## src/rtl/fetch_cycle.sv

```systemverilog
// fetch_cycle: RV32I IF stage with imem req/gnt/rvalid fetch, prefetch FIFO and IF/ID register; `FETCH_PERF_EN adds perf counters
module fetch_cycle #(
  parameter logic [31:0] RESET_PC   = 32'h0000_0000,
  parameter int          FIFO_DEPTH = 4,
  parameter logic [31:0] NOP_INSTR  = 32'h0000_0013
) (
  input  logic        clk,
  input  logic        rst,
  input  logic        Stall_F,
  input  logic        Stall_D,
  input  logic        Flush_D,
  input  logic        PCSrc_E,
  input  logic [31:0] PCTarget_E,
  output logic        imem_req,
  output logic [31:0] imem_addr,
  input  logic        imem_gnt,
  input  logic        imem_rvalid,
  input  logic [31:0] imem_rdata,
  output logic [31:0] Instr_D,
  output logic [31:0] PC_D,
  output logic [31:0] PCPlus4_D,
  output logic        Valid_D
`ifdef FETCH_PERF_EN
  ,
  output logic [31:0] perf_fetched,
  output logic [31:0] perf_bubbles
`endif
);
  localparam int AW = $clog2(FIFO_DEPTH);
  localparam int CW = AW + 1;
  localparam logic [CW:0] DEPTH_W = FIFO_DEPTH[CW:0];
  logic [31:0] pc_f, resp_pc;
  logic [31:0] fifo_data [FIFO_DEPTH];
  logic [31:0] fifo_pc [FIFO_DEPTH];
  logic [AW-1:0] wptr, rptr;
  logic [CW-1:0] count, outstanding;
  logic [15:0] drop_cnt;
  logic grant, rv_hit, live_rv, push, pop, bubble;
  // outstanding counts only live requests; requests orphaned by a redirect move to drop_cnt
  assign imem_req  = !rst && !Stall_F && !PCSrc_E && ({1'b0, outstanding} + {1'b0, count} < DEPTH_W);
  assign imem_addr = pc_f;
  assign grant     = imem_req && imem_gnt;
  assign rv_hit    = imem_rvalid && (drop_cnt != '0 || outstanding != '0);
  assign live_rv   = imem_rvalid && drop_cnt == '0 && outstanding != '0;
  assign push      = live_rv && !PCSrc_E;
  assign pop       = !Flush_D && !Stall_D && count != '0;
  assign bubble    = Flush_D || (!Stall_D && count == '0);
  always_ff @(posedge clk) begin
    if (push) begin
      fifo_data[wptr] <= imem_rdata;
      fifo_pc[wptr]   <= resp_pc;
    end
  end
  always_ff @(posedge clk) begin
    if (rst) begin
      pc_f        <= RESET_PC;
      resp_pc     <= RESET_PC;
      wptr        <= '0;
      rptr        <= '0;
      count       <= '0;
      outstanding <= '0;
      drop_cnt    <= '0;
      Instr_D     <= NOP_INSTR;
      PC_D        <= '0;
      PCPlus4_D   <= '0;
      Valid_D     <= 1'b0;
    end else begin
      pc_f        <= PCSrc_E ? PCTarget_E : grant ? pc_f + 32'd4 : pc_f;
      resp_pc     <= PCSrc_E ? PCTarget_E : push ? resp_pc + 32'd4 : resp_pc;
      wptr        <= PCSrc_E ? '0 : wptr + AW'(push);
      rptr        <= PCSrc_E ? '0 : rptr + AW'(pop);
      count       <= PCSrc_E ? '0 : count + CW'(push) - CW'(pop);
      outstanding <= PCSrc_E ? '0 : outstanding + CW'(grant) - CW'(live_rv);
      drop_cnt    <= PCSrc_E ? drop_cnt + 16'(outstanding) + 16'(grant) - 16'(rv_hit)
                             : drop_cnt - 16'(imem_rvalid && drop_cnt != '0);
      if (bubble) begin
        Instr_D   <= NOP_INSTR;
        PC_D      <= '0;
        PCPlus4_D <= '0;
        Valid_D   <= 1'b0;
      end else if (pop) begin
        Instr_D   <= fifo_data[rptr];
        PC_D      <= fifo_pc[rptr];
        PCPlus4_D <= fifo_pc[rptr] + 32'd4;
        Valid_D   <= 1'b1;
      end
    end
  end
`ifdef FETCH_PERF_EN
  always_ff @(posedge clk) begin
    if (rst) begin
      perf_fetched <= '0;
      perf_bubbles <= '0;
    end else begin
      perf_fetched <= perf_fetched + 32'(push);
      perf_bubbles <= perf_bubbles + 32'(!Flush_D && !Stall_D && count == '0);
    end
  end
`endif
endmodule
```

## config.mk

```make
export PLATFORM = sky130hd
export DESIGN_NAME = fetch_cycle
export DESIGN_NICKNAME = d
export VERILOG_FILES = /design/src/rtl/fetch_cycle.sv
export SDC_FILE = /design/constraint.sdc
export NUM_CORES = 1
export LEC_CHECK = 0
export ABC_AREA = 1
export ABC_CLOCK_PERIOD_IN_PS = 8200
export CAP_MARGIN = 25
export CORE_MARGIN = 10
export CORE_UTILIZATION = 55
export CTS_BUF_LIST = sky130_fd_sc_hd__clkbuf_4 sky130_fd_sc_hd__clkbuf_8
export DETAILED_ROUTE_END_ITERATION = 8
export PLACE_DENSITY = 0.81
export SYNTH_ARGS = -nofsm -noshare
export SYNTH_HDL_FRONTEND = slang
export SYNTH_SLANG_ARGS = --single-unit
```

## constraint.sdc

```tcl
create_clock -name clk -period 8.2 [get_ports clk]
set_input_delay 0.82 -clock clk [delete_from_list [all_inputs] [get_ports clk]]
set_output_delay 0.82 -clock clk [all_outputs]
set_load 0.05 [all_outputs]
```

# Word level (Yosys, flattened, before mapping)
# Memory sizes are Yosys's and may differ from the RTL's. A register that Yosys moved wholly into a read port is not among the register bits.
# Index checks and enable logic that the tools add are counted.
[word_totals] register_bits=155 ramBits=256 in_bits=72 out_inout_bits=130 word_cells=63 n_memories=2
[mem_list] name="fifo_data" depth=4 word_bits=32 rd=1 rd_ports_with_merged_regs=1 write_ports=1 line_no="33" source="logic [31:0] fifo_data [FIFO_DEPTH];"
[mem_list] name="fifo_pc" depth=4 word_bits=32 rd=1 rd_ports_with_merged_regs=1 write_ports=1 line_no="34" source="logic [31:0] fifo_pc [FIFO_DEPTH];"
[op_classes] n_addsub=14 magnitude_cmp=1 muxes=8 reduce_logical=28
[ops] op="two-way mux 32 bit" count=4
[ops] op="adder 32 x 3 -> 32 bit, second input constant" count=3
[ops] op="subtractor 16 x 1 -> 16 bit" count=2
[ops] op="adder 16 x 1 -> 16 bit" count=1
[ops] op="adder 16 x 3 -> 16 bit" count=1
[ops] op="zero test 16 bit" count=1
[ops] op="two-way mux 16 bit" count=1
[ops] op="nonzero test 16 bit" count=1
[ops] op="logical AND 1 bit" count=12
[ops] op="adder 3 x 1 -> 3 bit" count=2
[ops] op="nonzero test 3 bit" count=2
[ops] op="subtractor 3 x 1 -> 3 bit" count=2
[ops] op="zero test 1 bit" count=5
[ops] op="adder 2 x 1 -> 2 bit" count=2
[ops] op="adder 3 x 3 -> 4 bit" count=1
[ops] op="< comparator 4 x 3 -> 1 bit, second input constant" count=1
[ops] op="nonzero test 2 bit" count=2
[ops] op="OR reduction 2 bit" count=2
[ops] op="zero test 3 bit" count=1
[ops] op="logical OR 1 bit" count=2
[ops] op="two-way mux 1 bit" count=2
[ops] op="two-way mux 2 bit" count=1

# Logic depth before layout (Yosys ltp)
# Gate-level depths: netlist of the first run.
[depth] word_depth=8 mapped_depth=21 depth_no_buf=21

# Worst setup path after synthesis of the first run
# Ideal clock, no wire load.
[synth_path] kind="register to register" startpoint="register drop_cnt[11]" endpoint="memory fifo_data[0][0], enable pin" setup_time_ns=0.565 arrival_time_ns=5.649 t_required_ns=7.635 setup_slack_ns=1.986 stages_incl_launch_ff=9 path_buffers=0 synth_period_minus_slack_ns=6.214 cell_sequence="dfxtp_1 -> inv_1 -> ha_1 -> nand2_1 -> nor2_1 -> nand4_1 -> nor2_4 -> nand2_4 -> nor3_1"
[synth_between] elab_chain_len=6
[synth_rtl] item="from (decl)" line_no="37" source="logic [15:0] drop_cnt;"
[synth_rtl] item="from (signal assigned)" line_no="74" source="drop_cnt <= PCSrc_E ? drop_cnt + 16'(outstanding) + 16'(grant) - 16'(rv_hit)"
[synth_rtl] item="zero test 16 bit" line_no="44" source="assign live_rv = imem_rvalid && drop_cnt == '0 && outstanding != '0;"
[synth_rtl] item="logical AND 1 bit (2 in a row)" line_no="44"
[synth_rtl] item="logical AND 1 bit" line_no="45" source="assign push = live_rv && !PCSrc_E;"
[synth_rtl] item="two-way mux 1 bit" line_no="49" source="if (push) begin"
[synth_rtl] item="two-way mux 1 bit (not written as such)" line_no="50" source="fifo_data[wptr] <= imem_rdata;"
[synth_rtl] item="to (decl)" line_no="33"
# Every way passes these cells.

# Final worst setup path of the first run
[layout_path] startpoint="register count[2]" endpoint="register count[2]"
[layout_between] elab_chain_len=3 elab_cells_between_ends=4
[layout_rtl] item="from (decl)" line_no="36" source="logic [CW-1:0] count, outstanding;"
[layout_rtl] item="from (signal assigned)" line_no="72" source="count <= PCSrc_E ? '0 : count + CW'(push) - CW'(pop);"
[layout_rtl] item="parallel branches: the longest is 2 deep, another holds adder 3 x 1 -> 3 bit"
[layout_rtl] item="subtractor 3 x 1 -> 3 bit (*)" line_no="72"
# Every way passes the cells marked *.
# A chain may end at the register's enable or synchronous reset.

==> results.md, run 1 <==
- Worst hold stages: 2
- Main combinational cell family by area after synthesis: simple AND/OR/NAND/NOR gates
- Count leader, synth: nand2_1
- Critical path data arrival time: 4.51 ns
- Synth top area cells: edfxtp_1 (38%), dfxtp_1 (18%), nand2_1 (9.3%), nor2_1 (6.3%), o21ai_0 (4.8%)
- Buffer count from post-CTS setup fixing: 0
- CTS Buf Count: 73
- Int Power: 3.891 mW
- Met3 routed WL: 4789 um
- Synth-to-layout area growth: 18.74%
- Seq pwr share: 45.5%
- FP Rows: 70
- Hold buffers post-CTS: 0
- Clk pwr share: 39.0%
- Dpl ws: 4.005 ns
- Pwr/cell area: 221.0 nW/um^2
- Reg-to-reg endpoint: count[2]$_SDFF_PP0_
- Final hold slack: 0.4774 ns
- Post-synthesis xor/xnor area fraction: 1.886%
- Cell taking the most area after synthesis: edfxtp_1
- Die ar.: 45250 sq um
- Req. time, crit path: 8.77 ns
- Clock tree buffer depth: 3
- Largest net degree at the start of global routing: 127
- Slew headroom: 32.01%
- M1 wire length: 22070 um
- Drt wl/cell: 17.51 um
- Post-DR vias/cell: 5.510
- IO Pins: 202
- Synth Warn #: 0
- Post-cts sizing count: 0
- Post-Syn Instances: 2313
- Die X: 212.7 um
- Share of cells above drive strength 1: 7.998%
- Hold path start: PCPlus4_D[6]$_SDFFE_PP0P_
- Setup TNS: 0 ns
- Htree depth: 3
- R2r setup slk: 4.26 ns
- Mux cell area share after synthesis: 0%
- Grt total ovfl: 0
- Global-route wire length before repair: 83070 um
- Period minus WS final: 3.942 ns
- Worst path slowest cell: nor3_1
- Yosys top cell area share: 37.63%
- Max incr delay on CP: 0.60 ns
- Compound-cell area share of the yosys netlist: 10.92%
- Final Wtd Congestion: 0.8923
- Post-synth net total: 2436
- Initial antenna violation count: 2
- Seq/Total Area, Yosys: 55.76%
- R2r startpoint: count[2]$_SDFF_PP0_
- Die outline height: 212.7 um
- Number of global-route vias before repair: 16100
- Worst setup EP type: flop
- Core area: 36610 sq um
- RSZ-0062 raised after global routing: no
- Dominant synthesized flop cell: edfxtp_1
- R2r worst-path depth: 13
- Worst skew pair latency: 0.64 ns
- Post-synthesis adder-cell area fraction: 3.270%
- Post-synth cell types: 51
- Setup Crit Path Kind: reg2reg
- NetSw: 1.470 mW
- PortBufs: 201
- Post-synth ARST share: 0%
- Max_cap viols: 0
- Root Driver: clkbuf_8
- Final WS setup: 4.258 ns
- Final Hold Viols: 0
- Met2 wire length: 25230 um
- Status: complete, no violations
- Clk_skew: 0.02351 ns
- CTS clock-pin slew for the worst setup and hold paths: 0.06 ns
- Critical Path Fanout Max: 67
- Mapped Area: 20430 sq um
- Worst Max-Slew Pin Slew: 1.019 ns
- Final setup violation count: 0
- Static leakage: 9.394 nW
- # clock sinks: 441
- Nets: 2629
- Terminating pin of the worst hold path: PCPlus4_D[6]$_SDFFE_PP0P_
- Achievable clock frequency: 253.7 MHz
- Switching share of power: 27.43%
- Final Cycle Share: 48.08%
- DRC violations left: 0
- Post-DRT Antenna Nets: 0
- Mean Syn Cell Area: 8.833 sq um
- 1st-pass router iterations: 5
- Fin. max-slew vios: 0
- Simple-gate share of the synthesized area: 21.89%
- Post-Route WL: 53100 um
- Synthesized flop and latch total: 441
- Top post-synthesis cells by count: nand2_1 (506), nor2_1 (342), edfxtp_1 (256)
- Setup crit start kind: flop
- Worst min path class: reg2reg
- Number of flops mapped to enable cells by yosys: 256
- Top Metal Used: met4
- Crit-path cells: nor3_1, nor2_1, nand2_2, buf_4, inv_4, ha_1, inv_1, ha_1, inv_1, fa_1, xnor2_1, or2_2, a21oi_1
- 1st-iter DRT viols: 1320
- Vias: 16710
- Max VDD drop: 229.7 uV
- Initial Util: 55.80%
- Logic gate share of total power: 15.5%
- GRT Total Usage: 23.02%
- Post-DP HPWL: 34450 um
- CTS tree: done
[registers in the layout, summed over array words and instances, names as in the netlist, 3 cells and up]
name	count
PCPlus4_D	30
drop_cnt	16
PC_D	32
count	3
outstanding	3
resp_pc	32
Instr_D	32
fifo_data	128
imem_addr	32
fifo_pc	128
[worst max-delay path by stage]
stage,slack (ns),endpoint,from,cells after the start
after global routing,3.98,count[2]$_SDFF_PP0_,count[1]$_SDFF_PP0_,13
after floorplan,1.99,fifo_data[0][0]$_DFFE_PP_,drop_cnt[11]$_SDFF_PP0_,8
after detailed placement,4.00,count[2]$_SDFF_PP0_,Stall_D,13
after global placement,4.04,count[2]$_SDFF_PP0_,Stall_D,13
after CTS,4.32,count[2]$_SDFF_PP0_,count[1]$_SDFF_PP0_,13
final,4.26,count[2]$_SDFF_PP0_,count[2]$_SDFF_PP0_,13
[power groups by stage]
stage / registers (mW) / clock network (mW) / logic [mW]
2_1_floorplan: 2.50 / 0 / 0.575
3_3_place_gp: 2.48 / 0 / 0.810
3_5_place_dp: 2.48 / 0 / 0.821
4_1_cts: 2.44 / 2.13 / 0.829
5_1_grt: 2.44 / 2.23 / 0.954
6_report: 2.44 / 2.09 / 0.833
[cells by family (layout without fill, tap and decap cells)]
family / after synthesis / after routing
other: 0 / 2
AND/OR/NAND/NOR: 1077 / 1077
adder cells (fa/ha/maj): 51 / 51
AO/OA/AOI/OAI: 409 / 409
buffers and inverters: 291 / 541
flip-flops: 441 / 441
XOR/XNOR: 44 / 44
[cell usage in the layout, fill, tap and decap left out, types with 4 or more instances in the layout]
master | Yosys | final
nand2_1 | 506 | 505
nor2_1 | 342 | 342
edfxtp_1 | 256 | 256
clkdlybuf4s50_1 | 0 | 199
o21ai_0 | 197 | 197
dfxtp_1 | 185 | 183
inv_1 | 181 | 180
nand3_1 | 132 | 132
a21oi_1 | 107 | 107
clkbuf_8 | 0 | 88
a31oi_1 | 63 | 63
ha_1 | 47 | 47
xor2_1 | 33 | 33
nor3_1 | 25 | 21
nand2_2 | 20 | 21
nand4_1 | 21 | 21
clkbuf_4 | 0 | 20
buf_4 | 9 | 17
xnor2_1 | 11 | 11
nor2_2 | 10 | 10
clkinv_1 | 1 | 10
o211ai_1 | 9 | 9
inv_2 | 7 | 7
or2_2 | 6 | 6
o21bai_1 | 5 | 5
a21boi_0 | 5 | 5
nor2_4 | 4 | 4
nor3_2 | 0 | 4
o21ai_1 | 4 | 4
fa_1 | 4 | 4
bufinv_16 | 0 | 4
clkinv_2 | 0 | 4
[layer usage]
layer,global-route usage [%],vias up
met3,5.132,77
li1,-,8147
met2,37.50,672
met1,29.86,7817
met5,0,-
met4,7.607,0
[per-stage QoR]
stage	instances	instance area [sq um]	util (%)	total power, mW
finish	3033	24260	66.26	5.361
CTS	3030	24230	66.19	5.395
floorplan	2313	20430	-	3.078
global route	3033	24260	66.26	5.629
detailed placement	2898	22610	61.77	3.304
global placement	2898	22610	61.77	3.291
[layout make-up]
| class | instances | area (sq um) |
|---|---|---|
| clock buffer | 108 | 1361 |
| sequential | 441 | 11400 |
| fill | 2920 | 12350 |
| clock inverter | 24 | 257.7 |
| antenna | 2 | 5.005 |
| timing repair buffer | 219 | 2150 |
| multi-input combinational | 1581 | 7780 |
| inverter | 190 | 723.2 |
| tap | 468 | 585.6 |
[worst max-delay path, delay by kind of cell, from the launching register on]
| family | cells | cell delay [ns] |
|---|---|---|
| DFF | 1 | 0.35 |
| and+or+nand+nor | 4 | 1.29 |
| buffers and inverters | 4 | 0.99 |
| adders and majority gates | 3 | 0.88 |
| AOI/OAI and AO/OA | 1 | 0.12 |
| xor gates and xnor gates | 1 | 0.15 |
No activity file was read; power rests on OpenSTA's default activity.
==> inputs of run 2 (changes only) <==
ABC_CLOCK_PERIOD_IN_PS = 3500   (was 8200)
CORE_UTILIZATION = 54   (was 55)
PLACE_DENSITY = 0.83   (was 0.81)
clock period = 3.5 ns   (was 8.2 ns; I/O delays follow)
==> run 2 against run 1 <==
Power rose by 140%. Maximum frequency rose by 20%. Wire length up 1.2%. Flip-flop and latch count stayed put. Utilization shrank 0.68 points. Final cell count grew 2.2%. Clock power rose by 130%. Combinational power rose to 2.7 times the previous value. Global-route usage shrank 0.44 points. Critical path type unchanged. Largest power group unchanged.
==> results.md, run 2 (synthesized netlist as in run 1, its figures left out) <==
- Period minus WS final: 3.289 ns (-0.6536 ns)
- Largest net degree at the start of global routing: 81 (-36%)
- Pwr/cell area: 522.0 nW/um^2 (+140%)
- Worst Max-Slew Pin Slew: 0.9086 ns (-0.1101 ns)
- Worst path slowest cell: fa_2
- Die ar.: 46010 sq um (+1.7%)
- Static leakage: 9.519 nW (+1.3%)
- Switching share of power: 28.07% (+0.65 points)
- GRT Total Usage: 22.58% (-0.44 points)
- 1st-iter DRT viols: 1415 (+7.2%)
- Die outline height: 214.5 um (+0.83%)
- Final hold slack: 0.2278 ns (-0.2496 ns)
- Final setup violation count: 0 (unchanged)
- IO Pins: 202 (unchanged)
- Core area: 37490 sq um (+2.4%)
- Finished Cell Area: 24590 sq um (+1.4%)
- Int Power: 9.232 mW (+140%)
- Dpl cell area: 22910 sq um (+1.3%)
- Logic gate share of total power: 17.3% (+1.8 points)
- Die X: 214.5 um (+0.83%)
- CTS tree: done
- Crit. Startpoint: drop_cnt[13]$_SDFF_PP0_
- Worst setup EP type: flop
- Vias: 16980 (+1.6%)
- NetSw: 3.603 mW (+150%)
- Final Cycle Share: 93.96% (+46 points)
- Post-DP HPWL: 35050 um (+1.7%)
- Total Power: 12.83 mW (+140%)
- Clock tree buffer depth: 3 (unchanged)
- FP Rows: 71 (+1.4%)
- Max_cap viols: 0 (unchanged)
- Share of cells above drive strength 1: 9.618% (+1.6 points)
- Initial Util: 54.50% (-1.3 points)
- Critical Path Fanout Max: 4 (-94%)
- Final Wtd Congestion: 0.9419 (+5.6%)
- Global-route wire length before repair: 84940 um (+2.3%)
- 1st-pass router iterations: 5 (unchanged)
- CTS clock-pin slew for the worst setup and hold paths: 0.07 ns (about the same)
- Nets: 2652 (+0.87%)
- DRC violations left: 0 (unchanged)
- R2r setup slk: 0.21 ns (-4.05 ns)
- Worst skew pair latency: 0.63 ns (about the same)
- R2r worst-path depth: 21 (+8)
- Achievable clock frequency: 304.1 MHz (+20%)
- Number of global-route vias before repair: 16450 (+2.2%)
- Slew headroom: 38.96% (+6.9 points)
- Fin. max-slew vios: 0 (unchanged)
- Largest registers: fifo_data x128, fifo_pc x128
- Max VDD drop: 534.6 uV (+130%)
- Critical path data arrival time: 3.82 ns (-0.69 ns)
- Root Driver: clkbuf_8
- Grt total ovfl: 0 (unchanged)
- Clk pwr share: 38.1% (-0.9 points)
- Post-DR vias/cell: 5.478 (-0.59%)
- Status: complete, no violations
- Crit-path cells: inv_2, ha_4, nand2_1, nor2_2, nand4_1, inv_1, o21ai_0, ha_1, fa_2, fa_2, inv_2, nand3_1, nand2_1, nand2_1, nand2_2, nand2_1, nand2_1, a21oi_1, or2_2, nand3_1, nand2_1
- Initial antenna violation count: 0 (-2)
- Clk_skew: 0.03230 ns (+0.008794 ns)
- R2r startpoint: drop_cnt[13]$_SDFF_PP0_
- PortBufs: 201 (unchanged)
- Drt wl/cell: 17.33 um (-1.0%)
- Filler Cell Count: 2982 (+2.1%)
- Max incr delay on CP: 0.39 ns (-0.21 ns)
- Final Hold Viols: 0 (unchanged)
- Antenna cells: 0 (-2)
- Htree depth: 3 (unchanged)
- Most common cell after layout, fill and taps aside: nand2_1
- CTS Buf Count: 74 (+1.4%)
- Reg-to-reg endpoint: drop_cnt[14]$_SDFF_PP0_
- Setup Crit Path Kind: reg2reg
- Seq pwr share: 44.6% (-0.9 points)
- Cell mode on critical path: nand2_1
- Post-Route WL: 53720 um (+1.2%)
- Worst min path class: in2reg
- CP Capture Point: drop_cnt[14]$_SDFF_PP0_
- Most frequent cells in the layout: nand2_1 (503), nor2_1 (340), edfxtp_1 (256), clkdlybuf4s50_1 (199), o21ai_0 (197)
- Req. time, crit path: 4.03 ns (-4.74 ns)
- Synth-to-layout area growth: 20.35%
- Hold buffers post-CTS: 0 (unchanged)
- Post-DRT Antenna Nets: 0 (unchanged)
- Setup crit start kind: flop
- # clock sinks: 441 (unchanged)
run 2: cell types whose count changed in the layout (fill, tap and decap cells not counted), sizes merged:
cell	delta
diode	-2
inv	+3
buf	+22
clkinvlp	+2
clkbuf	-1
run 2: power groups by stage:
stage	combinational (mW)	sequential, mW	clock, mW
finish	2.22	5.72	4.89
global route	2.48	5.73	5.22
CTS	2.11	5.71	4.98
floorplan	1.35	5.86	0
global placement	2.04	5.81	0
detailed placement	2.09	5.82	0
run 2: repair_timing:
item | 4_1_cts | 5_1_grt
endpoints found under the setup margin | 0 | 4
gates resized for setup | 0 | 16
setup buffers | 0 | 3
run 2: per-layer routing:
layer	routed length (um)	part of all wire, %	GRT usage [%]	up-vias
met5	0	0	0	-
met2	25360	47	36.81	748
met3	4597	8.6	4.880	106
li1	-	-	-	8203
met4	1308	2.4	8.225	0
met1	22450	42	29.10	7924
run 2: critical path: cells and delay by family, from the launching register on:
family / cells / cell delay (ns)
compound gates: 2 / 0.18
flops: 1 / 0.34
simple gates: 12 / 1.16
fa+ha+maj: 4 / 1.24
buf+inv: 3 / 0.25
run 2: area by class of cell:
cell class	instances	area [sq um]	share of cell area, %
multi-input cells	1581	7850	31.93
repair buffers	241	2365	9.618
flip-flops and latches	441	11400	46.36
clock inverters	29	282.8	1.150
well taps	511	639.4	2.601
inverters	190	723.2	2.941
clock buffers	107	1329	5.405
run 2: worst min-delay path by stage:
stage | startpoint | to | slack (ns) | depth (start not counted)
final | rst | outstanding[2]$_SDFF_PP0_ | 0.23 | 5
after global routing | rst | outstanding[2]$_SDFF_PP0_ | 0.25 | 5
after CTS | rst | outstanding[2]$_SDFF_PP0_ | 0.19 | 5
after detailed placement | PCPlus4_D[7]$_SDFFE_PP0P_ | PCPlus4_D[7]$_SDFFE_PP0P_ | 0.46 | 2
after global placement | imem_addr[1]$_SDFFE_PP0P_ | imem_addr[1]$_SDFFE_PP0P_ | 0.45 | 2
after floorplan | imem_rdata[0] | fifo_data[0][0]$_DFFE_PP_ | 0.45 | 0
run 2: per-stage QoR:
step	setup WS, ns	utilization (%)	std cells	TNS [ns]
after CTS	0.05549	65.41	3097	0
final	0.2113	65.58	3100	0
after detailed placement	0.06199	61.11	2961	0
after global routing	-0.01901	65.58	3100	-0.01901
after global placement	0.1919	61.11	2961	0
after floorplan	-0.7589	-	2313	-194.28
==> inputs of run 3 (changes only) <==
ABC_CLOCK_PERIOD_IN_PS = 2700   (was 3500)
CORE_ASPECT_RATIO = 0.5   (was default)
clock period = 2.7 ns   (was 3.5 ns; I/O delays follow)
==> run 3 against run 2 <==
The flow now finishes with violations (setup timing). Wire length is 5.4% higher. Maximum frequency is 6.4% higher. Non-clock buffer count is 54 higher. Largest cell class unchanged. Critical path depth stayed put. Global-route usage is 1.2 points higher. Flip-flop and latch count stayed put. Utilization is 1.4 points higher. Combinational power is 62% higher. Register-to-register slack worse by 0.60 ns.
==> results.md, run 3 (synthesized netlist as in run 1, its figures left out) <==
- Final Cycle Share: 114.4% (+20 points)
- DRC violations left: 0 (unchanged)
- Reg-to-reg endpoint: drop_cnt[14]$_SDFF_PP0_
- Pwr/cell area: 661.8 nW/um^2 (+27%)
- Most frequent cells in the layout: nand2_1 (490), nor2_1 (338), edfxtp_1 (256), clkdlybuf4s50_1 (198), o21ai_0 (192)
- Grt total ovfl: 0 (unchanged)
- Multi-input logic area: 8069 sq um (+2.8%)
- Fin. max-slew vios: 0 (unchanged)
- Slew headroom: 44.30% (+5.3 points)
- Core area: 37350 sq um (-0.37%)
- CTS Buf Count: 61 (-18%)
- Reg area: 11410 sq um (+0.11%)
- Nets: 2693 (+1.5%)
- Final Wtd Congestion: 0.9016 (-4.3%)
- R2r startpoint: drop_cnt[10]$_SDFF_PP0_
- Drt wl/cell: 18.15 um (+4.8%)
- R2r setup slk: -0.39 ns (-0.60 ns)
- Largest net degree at the start of global routing: 136 (+68%)
- Synth-to-layout area growth: 22.54%
- Final WS setup: -0.3897 ns (-0.6011 ns)
- GRT Total Usage: 23.77% (+1.2 points)
- Fin cells: 3120 (+0.65%)
- Final Hold Viols: 0 (unchanged)
- CP Capture Point: drop_cnt[14]$_SDFF_PP0_
- Most common cell after layout, fill and taps aside: nand2_1
- Vias: 17270 (+1.7%)
- Initial antenna violation count: 3 (+3)
- Worst setup EP type: flop
- Req. time, crit path: 3.22 ns (-0.81 ns)
- R2r worst-path depth: 21 (unchanged)
- Number of global-route vias before repair: 16800 (+2.1%)
- IO Pins: 202 (unchanged)
- Worst min path class: in2reg
- Crit. Startpoint: drop_cnt[10]$_SDFF_PP0_
- Setup crit start kind: flop
- Post-Route WL: 56640 um (+5.4%)
- Htree depth: 2 (-1)
- Die ar.: 46480 sq um (+1.0%)
- Largest registers: fifo_data x128, fifo_pc x128
- Initial Util: 54.70% (+0.20 points)
- Global-route wire length before repair: 88380 um (+4.1%)
- PortBufs: 201 (unchanged)
- Status: finished, violations left
- Post-DP HPWL: 37370 um (+6.6%)
- Die outline height: 157.5 um (-27%)
- Critical Path Fanout Max: 2 (-2)
- RSZ-0062 raised after global routing: yes
- Clk_skew: 0.02424 ns (-0.008063 ns)
- Die X: 295.1 um (+38%)
- Share of cells above drive strength 1: 12.17% (+2.6 points)
- Root Driver: clkbuf_8
- Max VDD drop: 386.5 uV (-28%)
- CTS clock-pin slew for the worst setup and hold paths: 0.07 ns (about the same)
- Final setup violation count: 10 (+10)
- Placed cells: 2988 (+0.91%)
- Total Power: 16.57 mW (+29%)
- Setup Crit Path Kind: reg2reg
- Achievable clock frequency: 323.7 MHz (+6.4%)
- Worst skew pair latency: 0.64 ns (about the same)
- Filler Cell Count: 2838 (-4.8%)
- 1st-iter DRT viols: 1799 (+27%)
- Failing checks: setup timing
- Period minus WS final: 3.090 ns (-0.1989 ns)
- # clock sinks: 441 (unchanged)
- Critical path data arrival time: 3.61 ns (-0.21 ns)
- Worst Max-Slew Pin Slew: 0.8355 ns (-0.07313 ns)
- Clock tree buffer depth: 3 (unchanged)
- Max_cap viols: 0 (unchanged)
- FP Rows: 50 (-30%)
- 1st-pass router iterations: 6 (+1)
- CTS tree: done
- Post-DR vias/cell: 5.534 (+1.0%)
- Post-DRT Antenna Nets: 0 (unchanged)
- Static leakage: 9.720 nW (+2.1%)
==> run 3: metrics by stage <==
step	setup slack, ns	hold WS (ns)	utilization (%)	TNS, ns	instance area [sq um]
after floorplan	-0.5284	0.3689	-	-126.95	20570
after global placement	-0.4366	0.4443	62.61	-2.397	23380
after detailed placement	-0.4883	0.4533	62.61	-3.040	23380
after CTS	-0.2987	0.1622	66.63	-1.778	24890
after global routing	-0.5521	0.1827	67.02	-3.898	25030
final	-0.3897	0.1922	67.03	-2.177	25040
==> run 3: critical path, stage by stage (launching register included) <==
cell and delay [ns]:
dfxtp_4 0.36, inv_4 0.06, ha_4 0.14, nand2_4 0.06, nor2_4 0.11, nand4_1 0.16, inv_2 0.12, o21ai_2 0.05
ha_1 0.30, fa_2 0.36, fa_2 0.34, inv_2 0.07, nand3_2 0.08, nand2_4 0.09, nand2_4 0.06, nand2_4 0.08
nand2_2 0.05, nand2_2 0.08, a21oi_2 0.08, or2_4 0.24, nand3_2 0.05, nand2_1 0.04
==> run 3: where the power goes <==
part,internal (mW),switching [mW]
clock,2.97,2.59
sequential,7.25,0.168
combinational,1.51,2.08
total,11.7,4.84
==> run 3: worst min-delay path by stage <==
stage                     depth (start not counted)                   endpoint                      start
after floorplan                                   0  fifo_data[0][0]$_DFFE_PP_              imem_rdata[0]
after global placement                            2  imem_addr[0]$_SDFFE_PP0P_  imem_addr[0]$_SDFFE_PP0P_
after detailed placement                          2  imem_addr[1]$_SDFFE_PP0P_  imem_addr[1]$_SDFFE_PP0P_
after CTS                                         5  outstanding[2]$_SDFF_PP0_                    PCSrc_E
after global routing                              5  outstanding[2]$_SDFF_PP0_                    PCSrc_E
final                                             5  outstanding[2]$_SDFF_PP0_                    PCSrc_E
==> run 3: final cells by class <==
cell class | count | share of cell area, %
timing repair buffer | 295 | 11.48
clock buffer | 81 | 4.103
clock inverter | 33 | 1.159
antenna | 5 | 0.04998
inverter | 190 | 2.929
tap | 494 | 2.469
multi-input combinational | 1581 | 32.23
sequential | 441 | 45.57
==> run 3: timing repair <==
action,in CTS,in global routing
endpoints found under the setup margin,13,226
hold buffers,1,0
setup buffers,12,5
pin swaps,14,16
gates resized for setup,29,40
endpoints found under the hold margin,2,0
==> run 3: routing by layer <==
metal / up-vias / part of all wire [%] / global-route usage (%)
met4: 0 / 3.9 / 10.13
met2: 718 / 48 / 40.93
li1: 8284 / - / -
met1: 8130 / 40 / 29.27
met5: - / 0 / 0
met3: 133 / 7.9 / 4.176
